$ cat config.mk
export PLATFORM = sky130hd
export DESIGN_NAME = servo_pwm_drv
export DESIGN_NICKNAME = d
export VERILOG_FILES = /design/src/rtl/servo_pwm_drv_pkg.sv /design/src/rtl/servo_pwm_drv.sv
export SDC_FILE = /design/constraint.sdc
export NUM_CORES = 1
export LEC_CHECK = 0
export BUFFER_PORTS_ARGS = -buffer_cell sky130_fd_sc_hd__buf_2
export CAP_MARGIN = 0
export CORE_AREA = 2 2 74 76
export CTS_BUF_LIST = sky130_fd_sc_hd__clkbuf_4
export DETAILED_ROUTE_END_ITERATION = 8
export DIE_AREA = 0 0 76 78
export HOLD_SLACK_MARGIN = 0.15
export PLACE_DENSITY = 0.83
export SLEW_MARGIN = 0
export SYNTH_ARGS = -nofsm -noshare
export SYNTH_HDL_FRONTEND = slang
export SYNTH_SLANG_ARGS = --single-unit
$ cat constraint.sdc
create_clock -name clk -period 3.4 [get_ports clk]
set_clock_uncertainty 0.05 [all_clocks]
set_input_delay 0.68 -clock clk [delete_from_list [all_inputs] [get_ports clk]]
set_output_delay 0.68 -clock clk [all_outputs]
set_load 0.02 [all_outputs]
$ cat src/rtl/servo_pwm_drv_pkg.sv
// Shared servo constants: default frame/pulse timing and the driver state encoding,
// also used by the position controller.
package servo_pwm_drv_pkg;

  localparam int unsigned DEF_PERIOD  = 32'd1000000;
  localparam int unsigned DEF_PW_MIN  = 32'd18000;
  localparam int unsigned DEF_PW_MAX  = 32'd130000;
  localparam int unsigned DEF_INIT_PW = 32'd74250;

  localparam int CNT_W = 20;
  localparam int PW_W  = 19;

  localparam logic [1:0] ST_IDLE = 2'd0;
  localparam logic [1:0] ST_HIGH = 2'd1;
  localparam logic [1:0] ST_LOW  = 2'd2;

endpackage

$ cat src/rtl/servo_pwm_drv.sv
// Servo PWM frame generator: one PERIOD-long frame per start, high for the clamped
// pulse width sampled at frame start; frames always run to completion.
module servo_pwm_drv
  import servo_pwm_drv_pkg::*;
#(
  parameter int unsigned PERIOD  = DEF_PERIOD,
  parameter int unsigned PW_MIN  = DEF_PW_MIN,
  parameter int unsigned PW_MAX  = DEF_PW_MAX,
  parameter int unsigned INIT_PW = DEF_INIT_PW
) (
  input  logic            clk,
  input  logic            rst,
  input  logic            en,
  input  logic [PW_W-1:0] pwm_cnt,
  output logic            pwm_out,
  output logic            frame_start,
  output logic [PW_W-1:0] pw_active,
  output logic            clamped
);

  localparam logic [CNT_W-1:0] LAST_CNT  = CNT_W'(PERIOD - 32'd1);
  localparam logic [PW_W-1:0]  PW_MIN_C  = PW_W'(PW_MIN);
  localparam logic [PW_W-1:0]  PW_MAX_C  = PW_W'(PW_MAX);
  localparam logic [PW_W-1:0]  INIT_PW_C = PW_W'(INIT_PW);

  generate
    if (!((PW_MIN > 32'd0) && (PW_MIN <= PW_MAX) && (PW_MAX < PERIOD) &&
          (PERIOD < 32'd1048576))) begin : g_bad_params
      $error("servo_pwm_drv: need 0 < PW_MIN <= PW_MAX < PERIOD < 2^20");
    end
  endgenerate

  logic [1:0]       state_r;
  logic [CNT_W-1:0] cnt_r;
  logic             pwm_out_r;
  logic             frame_start_r;
  logic [PW_W-1:0]  pw_active_r;
  logic             clamped_r;

  logic [PW_W-1:0]  pw_next_s;
  logic             clamp_s;
  logic             start_frame_s;
  logic             pulse_end_s;
  logic             frame_end_s;

  // Clamp the requested width into [PW_MIN, PW_MAX]; bounds themselves pass unflagged.
  always_comb begin
    pw_next_s = pwm_cnt;
    clamp_s   = 1'b0;
    if (pwm_cnt < PW_MIN_C) begin
      pw_next_s = PW_MIN_C;
      clamp_s   = 1'b1;
    end else if (pwm_cnt > PW_MAX_C) begin
      pw_next_s = PW_MAX_C;
      clamp_s   = 1'b1;
    end else begin
      pw_next_s = pwm_cnt;
      clamp_s   = 1'b0;
    end
  end

  assign pulse_end_s = (cnt_r == {1'b0, pw_active_r - 19'd1});
  assign frame_end_s = (cnt_r == LAST_CNT);

  // A new frame starts from IDLE, or back-to-back at the last LOW cycle, only while enabled.
  always_comb begin
    start_frame_s = 1'b0;
    case (state_r)
      ST_IDLE: start_frame_s = en;
      ST_LOW:  start_frame_s = en & frame_end_s;
      default: start_frame_s = 1'b0;
    endcase
  end

  // Frame state machine and registered outputs.
  always_ff @(posedge clk) begin
    if (rst) begin
      state_r       <= ST_IDLE;
      cnt_r         <= 20'd0;
      pwm_out_r     <= 1'b0;
      frame_start_r <= 1'b0;
      pw_active_r   <= INIT_PW_C;
      clamped_r     <= 1'b0;
    end else if (start_frame_s) begin
      state_r       <= ST_HIGH;
      cnt_r         <= 20'd0;
      pwm_out_r     <= 1'b1;
      frame_start_r <= 1'b1;
      pw_active_r   <= pw_next_s;
      clamped_r     <= clamp_s;
    end else begin
      frame_start_r <= 1'b0;
      case (state_r)
        ST_HIGH: begin
          cnt_r <= cnt_r + 20'd1;
          if (pulse_end_s) begin
            state_r   <= ST_LOW;
            pwm_out_r <= 1'b0;
          end else begin
            state_r   <= ST_HIGH;
            pwm_out_r <= 1'b1;
          end
        end
        ST_LOW: begin
          pwm_out_r <= 1'b0;
          if (frame_end_s) begin
            state_r <= ST_IDLE;
            cnt_r   <= 20'd0;
          end else begin
            state_r <= ST_LOW;
            cnt_r   <= cnt_r + 20'd1;
          end
        end
        default: begin
          state_r   <= ST_IDLE;
          cnt_r     <= 20'd0;
          pwm_out_r <= 1'b0;
        end
      endcase
    end
  end

  assign pwm_out     = pwm_out_r;
  assign frame_start = frame_start_r;
  assign pw_active   = pw_active_r;
  assign clamped     = clamped_r;

endmodule

==> results.yml, run 1 <==
drt:
  vias: 2314
  drc: 0
  route.final.wire_length_um: 5790
  wire_per_inst_um: 14.0
  drtPass1Iterations: 4
  ant_nets: 0
  drt-initial-drc-count: 107
  viasPerCell: 5.59
setup_path:
  slowest_stage: "or4_4"
  cpPeakStageDelay_ns: 0.62
  critPathTopFamily: "simple AND/OR/NAND/NOR gates"
  critPathKind: "register to register"
  cp_num_buf_inv: 0
  crit_fanout: 8
  start_kind: "register"
  arrival_ns: 3.23
  path_cells: "or4_4 -> nor2_1 -> mux2_2 -> a2111oi_0 -> nand4_1 -> or3_1 -> a21oi_1"
  cp-end-kind: "register"
  required_ns: 3.65
synthesis:
  syn_area_per_cell_um2: 8.13
  synth_xor_area_share_pct: 15.0
  yosysSeqAreaShare_pct: 35.1
  synthFlopType: "dfxtp_1"
  synth.most_common_cell: "dfxtp_1"
  synth_edf_count: 0
  syn_inst: 309
  synth_common_cells: "44 x dfxtp_1, 41 x nor2_1, 22 x xnor2_1"
  synth_top_cell_area_share_pct: 35.1
  synthDistinctLibCells: 52
  synth_seq_cells: 44
  synth_simple_gate_area_share_pct: 26.5
  synth_compound_area_share_pct: 14.6
  async_flop_share_pct: 0
  yosys-top-cells-area: "dfxtp_1 35%, xnor2_1 7.7%, xor2_1 7.3%"
  yosys_warnings: 0
  synth_adder_area_share_pct: 2.49
  syn_nets: 336
  synth_mux_area_share_pct: 1.64
  netlist_area_um2: 2510
  synth_top_family_by_area: "simple AND/OR/NAND/NOR gates"
  synth_area_leader_cell: "dfxtp_1"
sta:
  rsz0062_at_grt: "no"
  drv_slew: 0
  slew_headroom_pct: 51.2
  finalHoldViolations: 0
  max_freq_mhz: 335
  worst_slew_pin_slew_ns: 0.729
  setup_tns_ns: 0
  setup_viol_count_final: 0
  period_minus_slack_ns: 2.98
  fin_crit_sh_pct: 87.7
layout:
  final_cells: 414
  drive_above_1_share_pct: 17.4
  n_antenna_cell: 0
  design_area_um2: 2800
  finish.utilization_pct: 55.6
  fillers: 447
  nNetsFinal: 371
  areaGrowthSynthToFinish_pct: 11.6
power:
  p_int_w: 0.000694
  vdd_drop_max_uv: 304
  switching_share_pct: 29.7
  power_w: 0.000987
  p_clk_share_pct: 24.6
  power_frac_seq_pct: 57.6
  power_frac_comb_pct: 17.8
  p_switching_w: 0.000293
  power_density_nw_per_um2: 352
  p_leak_nw: 1.10
floorplan:
  die_h_um: 78
  core_um2: 5040
  dieArea_um2: 5930
  io_pins: 44
  die_w_um: 76
  rows: 26
  start_util_pct: 49.8
place:
  dp_cells: 407
  io_buffers: 43
  routabilityCongestion: 0.916
  detailed_place_hpwl_um: 4380
  dpl_cell_area_um2: 2750
cts:
  clk_pin_slew_ns: 0.12
  clock_latency_ns: 0.35
  ctsResizeCount: 0
  cts_root_buf: "clkbuf_4"
  cts-hold-fix-buffers: 0
  htree_levels: 2
  numClockSinks: 44
  cts_tree: "built"
  clockBufferDepth: 2
  post_cts_buffers: 0
  cts_made_buffers: 5
run_status:
  status: "finished, final reports clean"
hold_path:
  hp-class: "register to register"
global_route:
  grt_overflow: 0
  grt_pass1_vias: 2140
  antenna_found_initial: 0
  grt_usage_pct: 20.5
  grt_max_degree: 22
  grt_pass1_wl_um: 9940
job:
  maxCapViolCount: 0
==> power groups by stage <==
| stage | Combinational, W | Sequential (W) | Clock [W] |
|---|---|---|---|
| after global placement | 0.000171 | 0.000579 | 0 |
| after detailed placement | 0.000174 | 0.000579 | 0 |
| after CTS | 0.000175 | 0.000567 | 0.000244 |
| after floorplan | 0.000107 | 0.000590 | 0 |
| after global routing | 0.000194 | 0.000572 | 0.000269 |
| final | 0.000176 | 0.000568 | 0.000243 |
==> registers in the layout, indices dropped and copies added, names as in the netlist <==
signal	count
pwm_out	1
clamped	1
pw_active	19
cnt_r	20
state_r	2
frame_start	1
==> metal layers <==
layer  share of wire [%]  vias to the layer above  routed length (µm)  track usage [%]
met5                   0                        -                   0                0
met4                 3.0                        0                 175             9.09
met3                 5.5                       18                 316             3.60
met2                  47                       83                2700             34.2
met1                  45                     1059                2600             26.1
li1                    -                     1154                   -                -
==> area by class of cell <==
type / count / area (µm²) / share of cell area [%]
multi-input combinational: 238 / 1510 / 54.0
sequential: 44 / 881 / 31.4
timing repair buffer: 46 / 238 / 8.48
tap: 70 / 87.6 / 3.12
clock buffer: 6 / 45.0 / 1.61
inverter: 9 / 33.8 / 1.20
clock inverter: 1 / 5.00 / 0.178
==> layout by cell type, fill, tap and decap left out, types with 2 or more instances in the layout <==
cell / instances
dfxtp_1: 44
buf_2: 43
nor2_1: 41
xnor2_1: 22
xor2_1: 21
nand2_1: 19
o21ai_0: 19
nand3_1: 14
a21oi_1: 11
nor3_1: 10
inv_1: 9
or3_1: 8
and3_1: 7
nor4_1: 6
clkbuf_4: 6
ha_1: 5
o21a_1: 4
or4_1: 3
a22o_1: 3
mux2i_1: 3
buf_4: 3
a31oi_1: 2
nor2b_1: 2
or2_2: 2
nand3b_1: 2
nand4_1: 2
nand2b_1: 2
or4_4: 2
a211o_1: 2
o31a_1: 2
and4b_1: 2
a2111oi_0: 2
and2_1: 2
==> path summary, 6_finish.rpt <==
kind	start	end	slack (ns)	cells after the start
max	pw_active[3]$_SDFFE_PP1P_	state_r[1]$_SDFF_PP0_	0.42	7
min	clamped$_SDFFE_PP0P_	clamped$_SDFFE_PP0P_	0.41	2
max reg2reg	pw_active[3]$_SDFFE_PP1P_	state_r[1]$_SDFF_PP0_	0.42	7
min reg2reg	clamped$_SDFFE_PP0P_	clamped$_SDFFE_PP0P_	0.41	2
==> stage by stage <==
step	setup slack, ns	hold slack (ns)
2_1_floorplan	0.700	0.403
3_3_place_gp	0.571	0.396
4_1_cts	0.450	0.401
5_1_grt	0.315	0.436
6_report	0.417	0.408
3_5_place_dp	0.469	0.382
==> kinds of logic (layout without fill, tap and decap cells) <==
family                   Yosys count  count (layout)
buffers and inverters             27              62
adder cells (fa/ha/maj)            5               5
AO/OA/AOI/OAI                     57              57
AND/OR/NAND/NOR                  129             129
XOR/XNOR                          43              43
flip-flops                        44              44
multiplexers                       4               4
==> tightest hold or removal path, cell delays in order (launching register included) <==
cell	delay, ns
dfxtp_1	0.33
nand2_1	0.05
nand2_1	0.04
No activity file was read; power rests on OpenSTA's default activity.
==> run 2: changes to the inputs <==
- RECOVER_POWER: default -> 100
==> run 2 against run 1 <==
Against the previous run: register-to-register slack worse by 0.02 ns; setup slack got worse by 0.024 ns; largest cell class unchanged; routed wire length is 0.10% lower; final cell count is the same; clock power hardly changed; sequential share of layout area grew 0.34 points; critical endpoint is now state_r[0]$_SDFF_PP0_; sequential power about the same; cell area fell by 1.1%; count of clock-buffer cells in the layout is the same; largest power group unchanged; critical path type unchanged.
==> results.yml, run 2 (synthesis gave the netlist of run 1 again) <==
run_status:
  status: "finished, final reports clean"
layout:
  top_register: "cnt_r"
  nNetsFinal: 371
  finish.utilization_pct: 55.0
  drive_above_1_share_pct: 11.0
  areaGrowthSynthToFinish_pct: 10.4
  final_common_cell: "dfxtp_1"
  largest_reg_flops: 20
  n_antenna_cell: 0
  final_cell_mix: "44 x dfxtp_1, 41 x nor2_1, 22 x xnor2_1, 22 x clkbuf_1"
  fillers: 460
job:
  maxCapViolCount: 0
cts:
  ctsResizeCount: 0
  post_cts_buffers: 0
  cts_made_buffers: 5
  clockBufferDepth: 2
  cts_root_buf: "clkbuf_4"
  cts_tree: "built"
  cts-hold-fix-buffers: 0
  clk_pin_slew_ns: 0.12
  numClockSinks: 44
  clock_latency_ns: 0.36
  htree_levels: 2
power:
  power_w: 0.000981
  p_leak_nw: 1.02
  power_density_nw_per_um2: 354
  vdd_drop_max_uv: 303
sta:
  fin_hold_ws_ns: 0.404
  max_freq_mhz: 333
  finalHoldViolations: 0
  rsz0062_at_grt: "no"
  setup_viol_count_final: 0
  drv_slew: 0
  worst_slack_ns: 0.393
  fin_crit_sh_pct: 88.4
  worst_slew_pin_slew_ns: 0.730
  period_minus_slack_ns: 3.01
  slew_headroom_pct: 51.2
  setup_tns_ns: 0
global_route:
  grt_usage_pct: 20.5
  grt_overflow: 0
  grt_pass1_vias: 2140
  antenna_found_initial: 0
  grt_pass1_wl_um: 9940
  grt_max_degree: 22
drt:
  viasPerCell: 5.65
  drtPass1Iterations: 4
  ant_nets: 0
  route.final.wire_length_um: 5790
  wire_per_inst_um: 14.0
  drc: 0
  drt-initial-drc-count: 133
  vias: 2340
setup_path:
  cp-end-kind: "register"
  crit_fanout: 8
  critPathKind: "register to register"
  start_kind: "register"
  required_ns: 3.60
  arrival_ns: 3.20
hold_path:
  hp-class: "register to register"
floorplan:
  core_um2: 5040
  io_pins: 44
  die_h_um: 78
  dieArea_um2: 5930
  start_util_pct: 49.8
  die_w_um: 76
  rows: 26
place:
  io_buffers: 43
  detailed_place_hpwl_um: 4380
  routabilityCongestion: 0.916
  dp_slack_ns: 0.469
## run 2: changes by cell type in the layout (fill, tap and decap cells not counted), sizes merged
cell / previous run / this run
clkbuf: 6 / 29
buf: 46 / 23
## run 2: area by class of cell
type / instances / area, µm² / area share [%]
clock buffer: 6 / 45.0 / 1.62
clock inverter: 1 / 5.00 / 0.180
inverter: 9 / 33.8 / 1.22
multi-input combinational: 238 / 1510 / 54.6
sequential: 44 / 881 / 31.8
tap: 70 / 87.6 / 3.16
timing repair buffer: 46 / 208 / 7.49
## run 2: metal layers
metal	global-route usage (%)	part of all wire, %	vias to the layer above	wire, µm
met2	34.2	47	96	2750
met1	26.1	43	1073	2510
li1	-	-	1154	-
met4	9.09	2.7	0	158
met5	0	0	-	0
met3	3.60	6.4	17	370
## run 2: stage by stage
stage / instance area (µm²) / instances
after CTS: 2800 / 414
after floorplan: 2510 / 309
after global placement: 2750 / 407
final: 2770 / 414
after detailed placement: 2750 / 407
after global routing: 2770 / 414
## run 2: path summary, 6_finish.rpt
kind                             startpoint               endpoint  slack [ns]  cells after the start
setup / recovery  pw_active[3]$_SDFFE_PP1P_  state_r[0]$_SDFF_PP0_        0.39                      7
hold / removal         clamped$_SDFFE_PP0P_   clamped$_SDFFE_PP0P_        0.40                      2
setup reg to reg  pw_active[3]$_SDFFE_PP1P_  state_r[0]$_SDFF_PP0_        0.39                      7
hold reg to reg        clamped$_SDFFE_PP0P_   clamped$_SDFFE_PP0P_        0.40                      2
## run 2: power by group
part / internal, W / leakage, nW / switching (W)
clock: 0.0000843 / 0.0315 / 0.000158
sequential: 0.000535 / 0.359 / 0.0000327
combinational: 0.0000690 / 0.629 / 0.000102
total: 0.000688 / 1.02 / 0.000293
## run 2: critical path, cell delays in order, from the launching register on
cell and delay (ns):
dfxtp_1 0.42, or4_4 0.62, nor2_1 0.17, mux2_2 0.36, a2111oi_0 0.51, nand4_1 0.27
o311ai_0 0.37, a21oi_1 0.12
